[config.mk]
export PLATFORM = sky130hd
export DESIGN_NAME = alu_seq_exec
export DESIGN_NICKNAME = d
export VERILOG_FILES = /design/src/rtl/alu_seq_exec.sv
export SDC_FILE = /design/constraint.sdc
export NUM_CORES = 1
export LEC_CHECK = 0
export BUFFER_PORTS_ARGS = -buffer_cell sky130_fd_sc_hd__buf_2
export CAP_MARGIN = 15
export CORE_MARGIN = 5
export CORE_UTILIZATION = 51
export DETAILED_ROUTE_END_ITERATION = 10
export HOLD_SLACK_MARGIN = 0.06
export PLACE_DENSITY = 0.69
export SYNTH_ARGS = -nofsm -noshare
export SYNTH_HDL_FRONTEND = slang
export SYNTH_SLANG_ARGS = --single-unit
[constraint.sdc]
create_clock -name clk -period 6.4 [get_ports clk]
set_clock_uncertainty 0.15 [all_clocks]
set_input_delay 0.64 -clock clk [delete_from_list [all_inputs] [get_ports clk]]
set_output_delay 0.64 -clock clk [all_outputs]
set_load 0.02 [all_outputs]
[src/rtl/alu_seq_exec.sv]
// alu_seq_exec: handshaked 16-bit ALU with iterative one-bit-per-cycle shifts and rotates
module alu_seq_exec (
  input  logic        clk,
  input  logic        rst,
  input  logic        in_valid,
  output logic        in_ready,
  input  logic [15:0] A,
  input  logic [15:0] B,
  input  logic        Cin,
  input  logic [3:0]  Op,
  input  logic        invA,
  input  logic        invB,
  input  logic        sign,
  output logic        out_valid,
  input  logic        out_ready,
  output logic [15:0] Out,
  output logic        Ofl,
  output logic        Z,
  output logic        busy
);
  typedef enum logic [1:0] {IDLE, SHIFT, DONE} state_t;
  state_t      state_q, state_d;
  logic [15:0] a_q, a_d, b_q, b_d, out_q, out_d, res, a_in, b_in;
  logic [3:0]  op_q, op_d, cnt_q, cnt_d;
  logic        cin_q, cin_d, sign_q, sign_d, ofl_q, ofl_d, z_q, z_d, lt, eq;
  logic [16:0] sum;
  assign a_in      = invA ? ~A : A;
  assign b_in      = invB ? ~B : B;
  assign in_ready  = state_q == IDLE;
  assign out_valid = state_q == DONE;
  assign busy      = state_q != IDLE;
  assign Out       = out_q;
  assign Ofl       = ofl_q;
  assign Z         = z_q;
  // shift/rotate ops leave their result in a_q, so the default arm serves ops 0-3 and F
  always_comb begin
    sum = {1'b0, a_q} + {1'b0, b_q} + {16'h0, cin_q};
    eq  = a_q == b_q;
    lt  = sign_q ? ($signed(a_q) < $signed(b_q)) : (a_q < b_q);
    case (op_q)
      4'h4:    res = sum[15:0];
      4'h5:    res = a_q | b_q;
      4'h6:    res = a_q ^ b_q;
      4'h7:    res = a_q & b_q;
      4'h8:    res = {<<{a_q}};
      4'h9:    res = {15'h0, eq};
      4'hA:    res = {15'h0, lt};
      4'hB:    res = {15'h0, lt | eq};
      4'hC:    res = {15'h0, sum[16]};
      4'hD:    res = b_q;
      4'hE:    res = {a_q[7:0], b_q[7:0]};
      default: res = a_q;
    endcase
  end
  // every accepted op spends one cycle in SHIFT with a zero count before producing its result
  always_comb begin
    state_d = state_q;
    a_d     = a_q;
    b_d     = b_q;
    cin_d   = cin_q;
    op_d    = op_q;
    sign_d  = sign_q;
    cnt_d   = cnt_q;
    out_d   = out_q;
    ofl_d   = ofl_q;
    z_d     = z_q;
    case (state_q)
      IDLE: if (in_valid) begin
        a_d     = a_in;
        b_d     = b_in;
        cin_d   = Cin;
        op_d    = Op;
        sign_d  = sign;
        cnt_d   = (Op[3:2] == 2'b00) ? b_in[3:0] : 4'h0;
        state_d = SHIFT;
      end
      SHIFT: if (cnt_q != 4'h0) begin
        a_d   = op_q[1] ? {op_q[0] ? 1'b0 : a_q[0], a_q[15:1]}
                        : {a_q[14:0], op_q[0] ? 1'b0 : a_q[15]};
        cnt_d = cnt_q - 4'h1;
      end else begin
        out_d   = res;
        ofl_d   = (op_q == 4'h4) & (sign_q ? (a_q[15] == b_q[15]) & (sum[15] != a_q[15]) : sum[16]);
        z_d     = res == 16'h0;
        state_d = DONE;
      end
      DONE:    state_d = out_ready ? IDLE : DONE;
      default: state_d = IDLE;
    endcase
  end
  always_ff @(posedge clk) begin
    if (rst) begin
      state_q <= IDLE;
      a_q     <= '0;
      b_q     <= '0;
      cin_q   <= 1'b0;
      op_q    <= '0;
      sign_q  <= 1'b0;
      cnt_q   <= '0;
      out_q   <= '0;
      ofl_q   <= 1'b0;
      z_q     <= 1'b0;
    end else begin
      state_q <= state_d;
      a_q     <= a_d;
      b_q     <= b_d;
      cin_q   <= cin_d;
      op_q    <= op_d;
      sign_q  <= sign_d;
      cnt_q   <= cnt_d;
      out_q   <= out_d;
      ofl_q   <= ofl_d;
      z_q     <= z_d;
    end
  end
endmodule

==> flow_summary.json, run 1 <==
{
  "tns_ns": 0,
  "yosys.area.top_type": "dfxtp_1",
  "synthAdderAreaFrac_pct": 11.6,
  "firstDrtPassIters": 7,
  "synth_nets": 843,
  "ys_top_cells_by_area": "dfxtp_1 (22%), ha_1 (11%), nor2_1 (6.3%), a21oi_1 (6.1%), a211oi_1 (5.2%)",
  "core_sq_um": 10800,
  "drive_above_1_share_pct": 13.6,
  "cts_resized": 0,
  "nets": 868,
  "hpwl_um": 13500,
  "start_util_pct": 51.8,
  "rsz0062_at_grt": "no",
  "tightest_slew_ns": 1.11,
  "fin_crit_sh_pct": 56.0,
  "max_freq_ghz": 0.279,
  "die-area_sq_um": 13200,
  "grt_max_degree": 60,
  "cp_data_arrival_time_ns": 3.70,
  "cts_buffers": 9,
  "numPortBuffers": 64,
  "route.detailed.drc": 0,
  "status": "completed",
  "clk_pin_slew_worst_paths_ns": 0.08,
  "maxCapViolCount": 0,
  "wl_per_cell_um": 20.3,
  "ant_nets": 0,
  "finalWorstSetupSlack_ns": 2.82,
  "worst_path_max_delay_cell": "dfxtp_1",
  "grtUsageTotal_pct": 28.4,
  "synthCells": 748,
  "cp_max_fo": 24,
  "synth_compound_area_share_pct": 27.6,
  "cp_top_family": "simple AND/OR/NAND/NOR gates",
  "root_buffer": "clkbuf_8",
  "synth-xor-area-share_pct": 6.54,
  "rrSetupSlack_ns": 2.82,
  "first_global_vias": 5433,
  "worst_setup_path_end_kind": "flop",
  "yosys.area_share.simple_pct": 20.0,
  "period_minus_slack_ns": 3.58,
  "gr-total-overflow": 0,
  "drv_slew": 0,
  "worstPathRequired_ns": 6.51,
  "powerDensity_nw_per_um2": 246,
  "insertion_delay_ns": 0.36,
  "yosysSeqAreaShare_pct": 22.1,
  "synth_top_area_share_pct": 22.1,
  "place_worst_setup_slack_ns": 2.90,
  "critPathKind": "reg -> reg",
  "avgSynthCellArea_sq_um": 7.51,
  "muxShareOfSynthArea_pct": 4.21,
  "finalSetupViolations": 0,
  "yosysWarnings": 0,
  "antenna_found_initial": 0,
  "synth_async_sr_flop_share_pct": 0,
  "h-tree-depth": 3,
  "dieHeight_um": 115,
  "hold_class": "reg -> reg",
  "max-vdd-ir-drop_mv": 0.205,
  "place_congestion": 0.998,
  "critPathBufInv": 1,
  "syn_to_final_growth_pct": 8.79,
  "cts_buffer_depth": 2,
  "hold_viol": 0,
  "vias": 5641,
  "via_per_inst": 6.15,
  "power.leakage_nw": 2.47,
  "cts_setup_buffers": 0,
  "synth_top_flop_cell": "dfxtp_1",
  "drtIter0Drc": 431,
  "m1WireLength_um": 8090,
  "io_pins": 65,
  "cts_tree": "built",
  "slew_headroom_pct": 26.2,
  "die_w_um": 115,
  "synth_top_family_by_area": "compound AO/OA/AOI/OAI gates",
  "cp-start-kind": "flop",
  "wl_um": 18600,
  "ys_seq_elements": 62,
  "synth_edf_count": 0,
  "grt_pass1_wl_um": 29300,
  "met3_length_um": 1550,
  "fp-row-count": 38,
  "met2_length_um": 8200,
  "synth.distinct_cells": 74,
  "n_antenna_cell": 0,
  "top_layer": "met4",
  "clock_sinks": 62,
  "syn_area_sq_um": 5620,
  "path_cells": "nor3_1 -> buf_4 -> nand3_1 -> o21ai_0 -> nor4_1 -> nand3_1 -> nor4_1 -> nand4_1 -> o41ai_2",
  "slowest_delay_ns": 0.99,
  "ctsHoldBuffers": 0
}
==> where the power goes <==
part	internal [mW]	switching [mW]	total [mW]
clock	0.190	0.168	0.358
sequential	0.431	0.0815	0.512
combinational	0.241	0.396	0.637
==> layout by cell type, fill, tap and decap left out, types with 9 or more instances in the layout <==
cell      count
nand2_1      57
buf_4         9
a211oi_1     39
inv_1        43
buf_2        64
nor2b_1      10
nand3_1      12
nor2_1       95
dfxtp_1      61
clkbuf_8     10
xnor2_1      11
o21a_1        9
o21ai_0      22
nor3_1       17
nand2b_1     10
a21oi_1      68
ha_1         49
mux2i_1      18
xor2_1       31
==> tightest hold or removal path: stages, from the launching register on <==
cell and delay (ns):
dfxtp_1 0.31, nand2_1 0.05, a21oi_1 0.05
==> layer usage <==
metal / track usage, % / up-vias
li1: - / 2702
met5: 0 / -
met3: 5.84 / 62
met2: 43.4 / 244
met4: 14.6 / 0
met1: 37.8 / 2633
==> worst paths after layout <==
path | from | endpoint | cells past startpoint
max | op_q[0]$_SDFFE_PP0P_ | Z$_SDFFE_PP0P_ | 9
min | Out[6]$_SDFFE_PP0P_ | Out[6]$_SDFFE_PP0P_ | 2
max reg2reg | op_q[0]$_SDFFE_PP0P_ | Z$_SDFFE_PP0P_ | 9
min reg2reg | Out[6]$_SDFFE_PP0P_ | Out[6]$_SDFFE_PP0P_ | 2
==> through the flow <==
stage                     total power [mW]  cell area (sq um)  instances  hold slack, ns  util, %
after CTS                             1.50               6100        916           0.308     56.3
after global placement                1.14               5910        901           0.292     54.5
final                                 1.51               6110        917           0.304     56.4
after floorplan                      0.959               5620        748           0.300        -
after global routing                  1.60               6110        917           0.347     56.4
after detailed placement              1.14               5910        901           0.297     54.5
==> state kept, by name, summed over array words and instances, names as in the netlist <==
signal / cells
Out: 16
a_q: 16
b_q: 16
cnt_q: 4
op_q: 4
state_q: 2
Ofl: 1
Z: 1
cin_q: 1
sign_q: 1
==> cells by family (layout without fill, tap and decap cells) <==
family | after synthesis | after routing
buf+inv | 105 | 134
simple gates | 241 | 241
fa+ha+maj | 51 | 51
xor+xnor | 42 | 42
compound gates | 225 | 225
mux | 22 | 22
flops | 62 | 62
==> Yosys cell counts (all sizes together) (7+ instances only) <==
cell type / n
nor2: 95
a21oi: 69
dfxtp: 62
nand2: 57
ha: 49
inv: 45
a211oi: 39
clkbuf: 34
xor2: 31
buf: 26
o21ai: 26
mux2i: 18
nor3: 17
nand3: 12
nor2b: 11
xnor2: 11
nand2b: 10
o21a: 9
a31oi: 7
nor4: 7
o211ai: 7
o22ai: 7
==> cell type report <==
class / count / area [sq um]
multi-input cells: 581 / 3940
fillers: 1069 / 4730
well taps: 140 / 175
clock buffers: 12 / 145
clock inverters: 3 / 43.8
flip-flops and latches: 62 / 1240
repair buffers: 74 / 403
inverters: 45 / 169
No activity file was read; power rests on OpenSTA's default activity.
==> run 2, diff against run 1 <==
==> constraint.sdc (replaced) <==
create_clock -name clk -period 3.65 [get_ports clk]
set_clock_uncertainty 0.15 [all_clocks]
set_input_delay 0.365 -clock clk [delete_from_list [all_inputs] [get_ports clk]]
set_output_delay 0.365 -clock clk [all_outputs]
set_load 0.02 [all_outputs]
==> flow_summary.json, run 2 (synthesis gave the netlist of run 1 again) <==
{
  "worst_setup_path_end_kind": "flop",
  "numPortBuffers": 64,
  "grtUsageTotal_pct": 31.0,
  "seq_power_share_pct": 29.9,
  "syn_to_final_growth_pct": 13.4,
  "cts_buffers": 9,
  "route.detailed.drc": 0,
  "n_antenna_cell": 0,
  "hold_class": "in -> reg",
  "multi_input_area_sq_um": 3940,
  "vias": 5931,
  "clk_pin_slew_worst_paths_ns": 0.08,
  "use_met2_pct": 48.3,
  "cts_resized": 0,
  "via_per_inst": 6.24,
  "place_congestion": 0.988,
  "cp_data_arrival_time_ns": 3.54,
  "insertion_delay_ns": 0.37,
  "status": "completed",
  "clkPwrFrac_pct": 23.9,
  "finalSetupViolations": 0,
  "n_fill_cell": 1049,
  "r2r-start": "b_q[0]$_SDFFE_PP0P_",
  "cpMostUsedCell": "fa_1",
  "busiest_layer": "met2",
  "critPathKind": "reg -> reg",
  "tns_ns": 0,
  "power.leakage_nw": 2.64,
  "rsz0062_at_grt": "no",
  "die-area_sq_um": 13200,
  "grt_use_met1_pct": 42.0,
  "tightest_slew_ns": 1.03,
  "grt_pass1_wl_um": 31500,
  "comb_power_share_pct": 46.1,
  "slowest_delay_ns": 0.45,
  "p_int_mw": 1.60,
  "period_minus_slack_ns": 3.42,
  "r2r_cells": 10,
  "worstPathRequired_ns": 3.77,
  "die_w_um": 115,
  "whs_endpoint": "cin_q$_SDFFE_PP0P_",
  "max_freq_ghz": 0.293,
  "clock_sinks": 62,
  "cts_buffer_depth": 2,
  "core_sq_um": 10800,
  "maxCapViolCount": 0,
  "power.switching_mw": 1.18,
  "ant_nets": 0,
  "hold_viol": 0,
  "p_sw_share_pct": 42.5,
  "max-vdd-ir-drop_mv": 0.344,
  "rrSetupSlack_ns": 0.23,
  "drv_slew": 0,
  "wl_um": 20400,
  "hpwl_um": 15500,
  "fp-row-count": 38,
  "power_mw": 2.78,
  "root_buffer": "clkbuf_8",
  "wl_per_cell_um": 21.5,
  "fin_crit_sh_pct": 93.6,
  "grt_max_degree": 59,
  "seqCellArea_sq_um": 1240,
  "timing.rr.end": "Z$_SDFFE_PP0P_",
  "first_global_vias": 5667,
  "start_util_pct": 51.8,
  "antenna_found_initial": 0,
  "gr-total-overflow": 0,
  "drtIter0Drc": 523,
  "firstDrtPassIters": 5,
  "worst_path_max_delay_cell": "fa_1",
  "powerDensity_nw_per_um2": 437,
  "cts_setup_buffers": 0,
  "min_path_cells": 3,
  "ctsHoldBuffers": 0,
  "cp-start-kind": "flop",
  "cp_top_family": "compound AO/OA/AOI/OAI gates",
  "slew_headroom_pct": 30.9,
  "path_cells": "fa_1 -> fa_1 -> a21o_1 -> a221o_1 -> a31oi_4 -> xor2_1 -> o211ai_1 -> a2111oi_2 -> nand4_1 -> o41ai_2",
  "fin_util_pct": 58.8,
  "critPathBufInv": 0,
  "dieHeight_um": 115,
  "io_pins": 65,
  "h-tree-depth": 3,
  "startpoint": "b_q[0]$_SDFFE_PP0P_",
  "final_common_cell": "nor2_1",
  "nets": 901,
  "gr-usage-met3_pct": 5.63,
  "min_from": "Cin",
  "final_cell_mix": "nor2_1 (95), a21oi_1 (68), buf_2 (64)",
  "cts_tree": "built",
  "cp_max_fo": 4,
  "drive_above_1_share_pct": 17.3
}
==> run 2: final cells by class <==
cell class,count,share of cell area (%)
flip-flops and latches,62,19.5
well taps,140,2.75
inverters,45,2.65
clock buffers,13,2.65
multi-input cells,581,61.8
clock inverters,2,0.609
repair buffers,107,10.1
==> run 2: power groups by stage <==
stage	Combinational [mW]	Clock, mW	Sequential [mW]
after CTS	1.25	0.676	0.831
after floorplan	0.820	0	0.862
final	1.28	0.667	0.834
after global routing	1.39	0.707	0.843
after detailed placement	1.25	0	0.846
after global placement	1.24	0	0.843
==> run 2: stage by stage <==
step	std cells	worst slack (ns)	hold slack (ns)	area [sq um]
after floorplan	748	0.493	0.300	5620
after global placement	935	0.371	0.292	6170
after detailed placement	935	0.321	0.299	6170
after CTS	950	0.277	0.0780	6370
after global routing	950	0.0347	0.110	6370
final	950	0.234	0.0870	6370
==> run 2: metal layers <==
metal,vias to the layer above,wire length [um]
li1,2760,-
met1,2818,8830
met2,296,9110
met3,57,1640
met4,0,801
met5,-,0
==> run 2: worst max path at each step <==
| stage | slack, ns | to | depth (start not counted) |
|---|---|---|---|
| floorplan | 0.49 | Z$_SDFFE_PP0P_ | 10 |
| global placement | 0.37 | Z$_SDFFE_PP0P_ | 10 |
| detailed placement | 0.32 | Z$_SDFFE_PP0P_ | 10 |
| CTS | 0.28 | Z$_SDFFE_PP0P_ | 10 |
| global route | 0.03 | Z$_SDFFE_PP0P_ | 10 |
| finish | 0.23 | Z$_SDFFE_PP0P_ | 10 |
==> run 2: tightest hold or removal path: stages <==
cell and delay [ns]:
buf_2 0.09, nand2_1 0.05, a21oi_1 0.05
==> run 3, diff against run 2 <==
--- a/config.mk
+++ b/config.mk
@@ -9,6 +9,7 @@
 export CAP_MARGIN = 15
 export CORE_MARGIN = 5
 export CORE_UTILIZATION = 51
+export CTS_BUF_LIST = sky130_fd_sc_hd__clkbuf_8
 export DETAILED_ROUTE_END_ITERATION = 10
 export HOLD_SLACK_MARGIN = 0.06
 export PLACE_DENSITY = 0.69
==> flow_summary.json, run 3 (synthesis gave the netlist of run 1 again) <==
{
  "status": "completed",
  "grtUsageTotal_pct": 31.0,
  "fin_crit_sh_pct": 93.6,
  "cts_setup_buffers": 0,
  "grt_max_degree": 59,
  "fin_util_pct": 58.8,
  "cts_resized": 0,
  "wl_per_cell_um": 21.5,
  "max-vdd-ir-drop_mv": 0.344,
  "hold_class": "in -> reg",
  "finalSetupViolations": 0,
  "rsz0062_at_grt": "no",
  "power.leakage_nw": 2.65,
  "wl_um": 20400,
  "fp-row-count": 38,
  "cp_data_arrival_time_ns": 3.54,
  "met3_length_um": 1650,
  "power.switching_mw": 1.18,
  "worst_setup_path_end_kind": "flop",
  "worstPathRequired_ns": 3.77,
  "cp-start-kind": "flop",
  "cts_buffer_depth": 2,
  "timing.rr.end": "Z$_SDFFE_PP0P_",
  "min_path_cells": 3,
  "hpwl_um": 15500,
  "drv_slew": 0,
  "ant_nets": 0,
  "drive_above_1_share_pct": 17.3,
  "maxCapViolCount": 0,
  "p_int_mw": 1.60,
  "vias": 5930,
  "die-area_sq_um": 13200,
  "gr-total-overflow": 0,
  "final_common_cell": "nor2_1",
  "critPathKind": "reg -> reg",
  "n_antenna_cell": 0,
  "numPortBuffers": 64,
  "clkPwrFrac_pct": 23.9,
  "start_util_pct": 51.8,
  "finalWorstSetupSlack_ns": 0.233,
  "max_freq_ghz": 0.293,
  "nets": 901,
  "root_buffer": "clkbuf_8",
  "cpMostUsedCell": "fa_1",
  "place_worst_setup_slack_ns": 0.321,
  "h-tree-depth": 3,
  "clk_pin_slew_worst_paths_ns": 0.08,
  "top_layer": "met4",
  "r2r_cells": 10,
  "slew_headroom_pct": 31.5,
  "rrSetupSlack_ns": 0.23,
  "dieHeight_um": 115,
  "seq_power_share_pct": 30.0,
  "worst_path_max_delay_cell": "fa_1",
  "whs_endpoint": "cin_q$_SDFFE_PP0P_",
  "met2_length_um": 9120,
  "cts_tree": "built",
  "path_cells": "fa_1 -> fa_1 -> a21o_1 -> a221o_1 -> a31oi_4 -> xor2_1 -> o211ai_1 -> a2111oi_2 -> nand4_1 -> o41ai_2",
  "cts_buffers": 9,
  "antenna_found_initial": 0,
  "powerDensity_nw_per_um2": 436,
  "hold_viol": 0,
  "slowest_delay_ns": 0.45,
  "tightest_slew_ns": 1.02,
  "ctsHoldBuffers": 0,
  "p_sw_share_pct": 42.5,
  "core_sq_um": 10800,
  "r2r-start": "b_q[0]$_SDFFE_PP0P_",
  "insertion_delay_ns": 0.37,
  "firstDrtPassIters": 5,
  "min_from": "Cin",
  "place_congestion": 0.988,
  "cp_max_fo": 4,
  "comb_power_share_pct": 46.2,
  "m1WireLength_um": 8830,
  "clock_sinks": 62,
  "via_per_inst": 6.24,
  "period_minus_slack_ns": 3.42,
  "final_cell_mix": "nor2_1 (95), a21oi_1 (68), buf_2 (64)",
  "grt_pass1_wl_um": 31500,
  "tns_ns": 0,
  "first_global_vias": 5667,
  "die_w_um": 115,
  "io_pins": 65,
  "drtIter0Drc": 522,
  "route.detailed.drc": 0,
  "syn_to_final_growth_pct": 13.4
}
-- run 3: power by group through the flow --
stage	Sequential (mW)	Combinational [mW]	Clock [mW]
after floorplan	0.862	0.820	0
after detailed placement	0.846	1.25	0
after CTS	0.831	1.25	0.673
after global placement	0.843	1.24	0
after global routing	0.843	1.39	0.704
final	0.834	1.28	0.663
-- run 3: per-layer routing --
metal | GRT usage [%] | vias to the layer above
li1 | - | 2759
met1 | 42.0 | 2817
met2 | 48.3 | 297
met3 | 5.63 | 57
met4 | 13.2 | 0
met5 | 0 | -
-- run 3: stage by stage --
stage / hold WS, ns / power (mW) / cell area [sq um] / std cells
3_5_place_dp: 0.299 / 2.09 / 6170 / 935
4_1_cts: 0.0780 / 2.76 / 6370 / 950
2_1_floorplan: 0.300 / 1.68 / 5620 / 748
3_3_place_gp: 0.292 / 2.08 / 6170 / 935
6_report: 0.0874 / 2.78 / 6370 / 950
5_1_grt: 0.110 / 2.94 / 6370 / 950
-- run 3: critical path: cells and delay by family (launching register included) --
kind	cells	cell delay (ns)
xor gates and xnor gates	1	0.17
AOI/OAI and AO/OA	6	1.57
adders and majority gates	2	0.89
DFF	1	0.36
and+or+nand+nor	1	0.18
-- run 3: how the worst max path moves through the flow --
stage	startpoint	endpoint	slack [ns]	cells past startpoint
2_1_floorplan	a_q[0]$_SDFFE_PP0P_	Z$_SDFFE_PP0P_	0.49	10
3_3_place_gp	a_q[0]$_SDFFE_PP0P_	Z$_SDFFE_PP0P_	0.37	10
3_5_place_dp	b_q[0]$_SDFFE_PP0P_	Z$_SDFFE_PP0P_	0.32	10
4_1_cts	b_q[0]$_SDFFE_PP0P_	Z$_SDFFE_PP0P_	0.28	10
5_1_grt	b_q[0]$_SDFFE_PP0P_	Z$_SDFFE_PP0P_	0.03	10
6_report	b_q[0]$_SDFFE_PP0P_	Z$_SDFFE_PP0P_	0.23	10
-- run 3: area by class of cell --
| type | instances | area (sq um) |
|---|---|---|
| clock inverters | 3 | 42.5 |
| well taps | 140 | 175 |
| fillers | 1049 | 4470 |
| inverters | 45 | 169 |
| flip-flops and latches | 62 | 1240 |
| clock buffers | 12 | 165 |
| multi-input cells | 581 | 3940 |
| repair buffers | 107 | 643 |
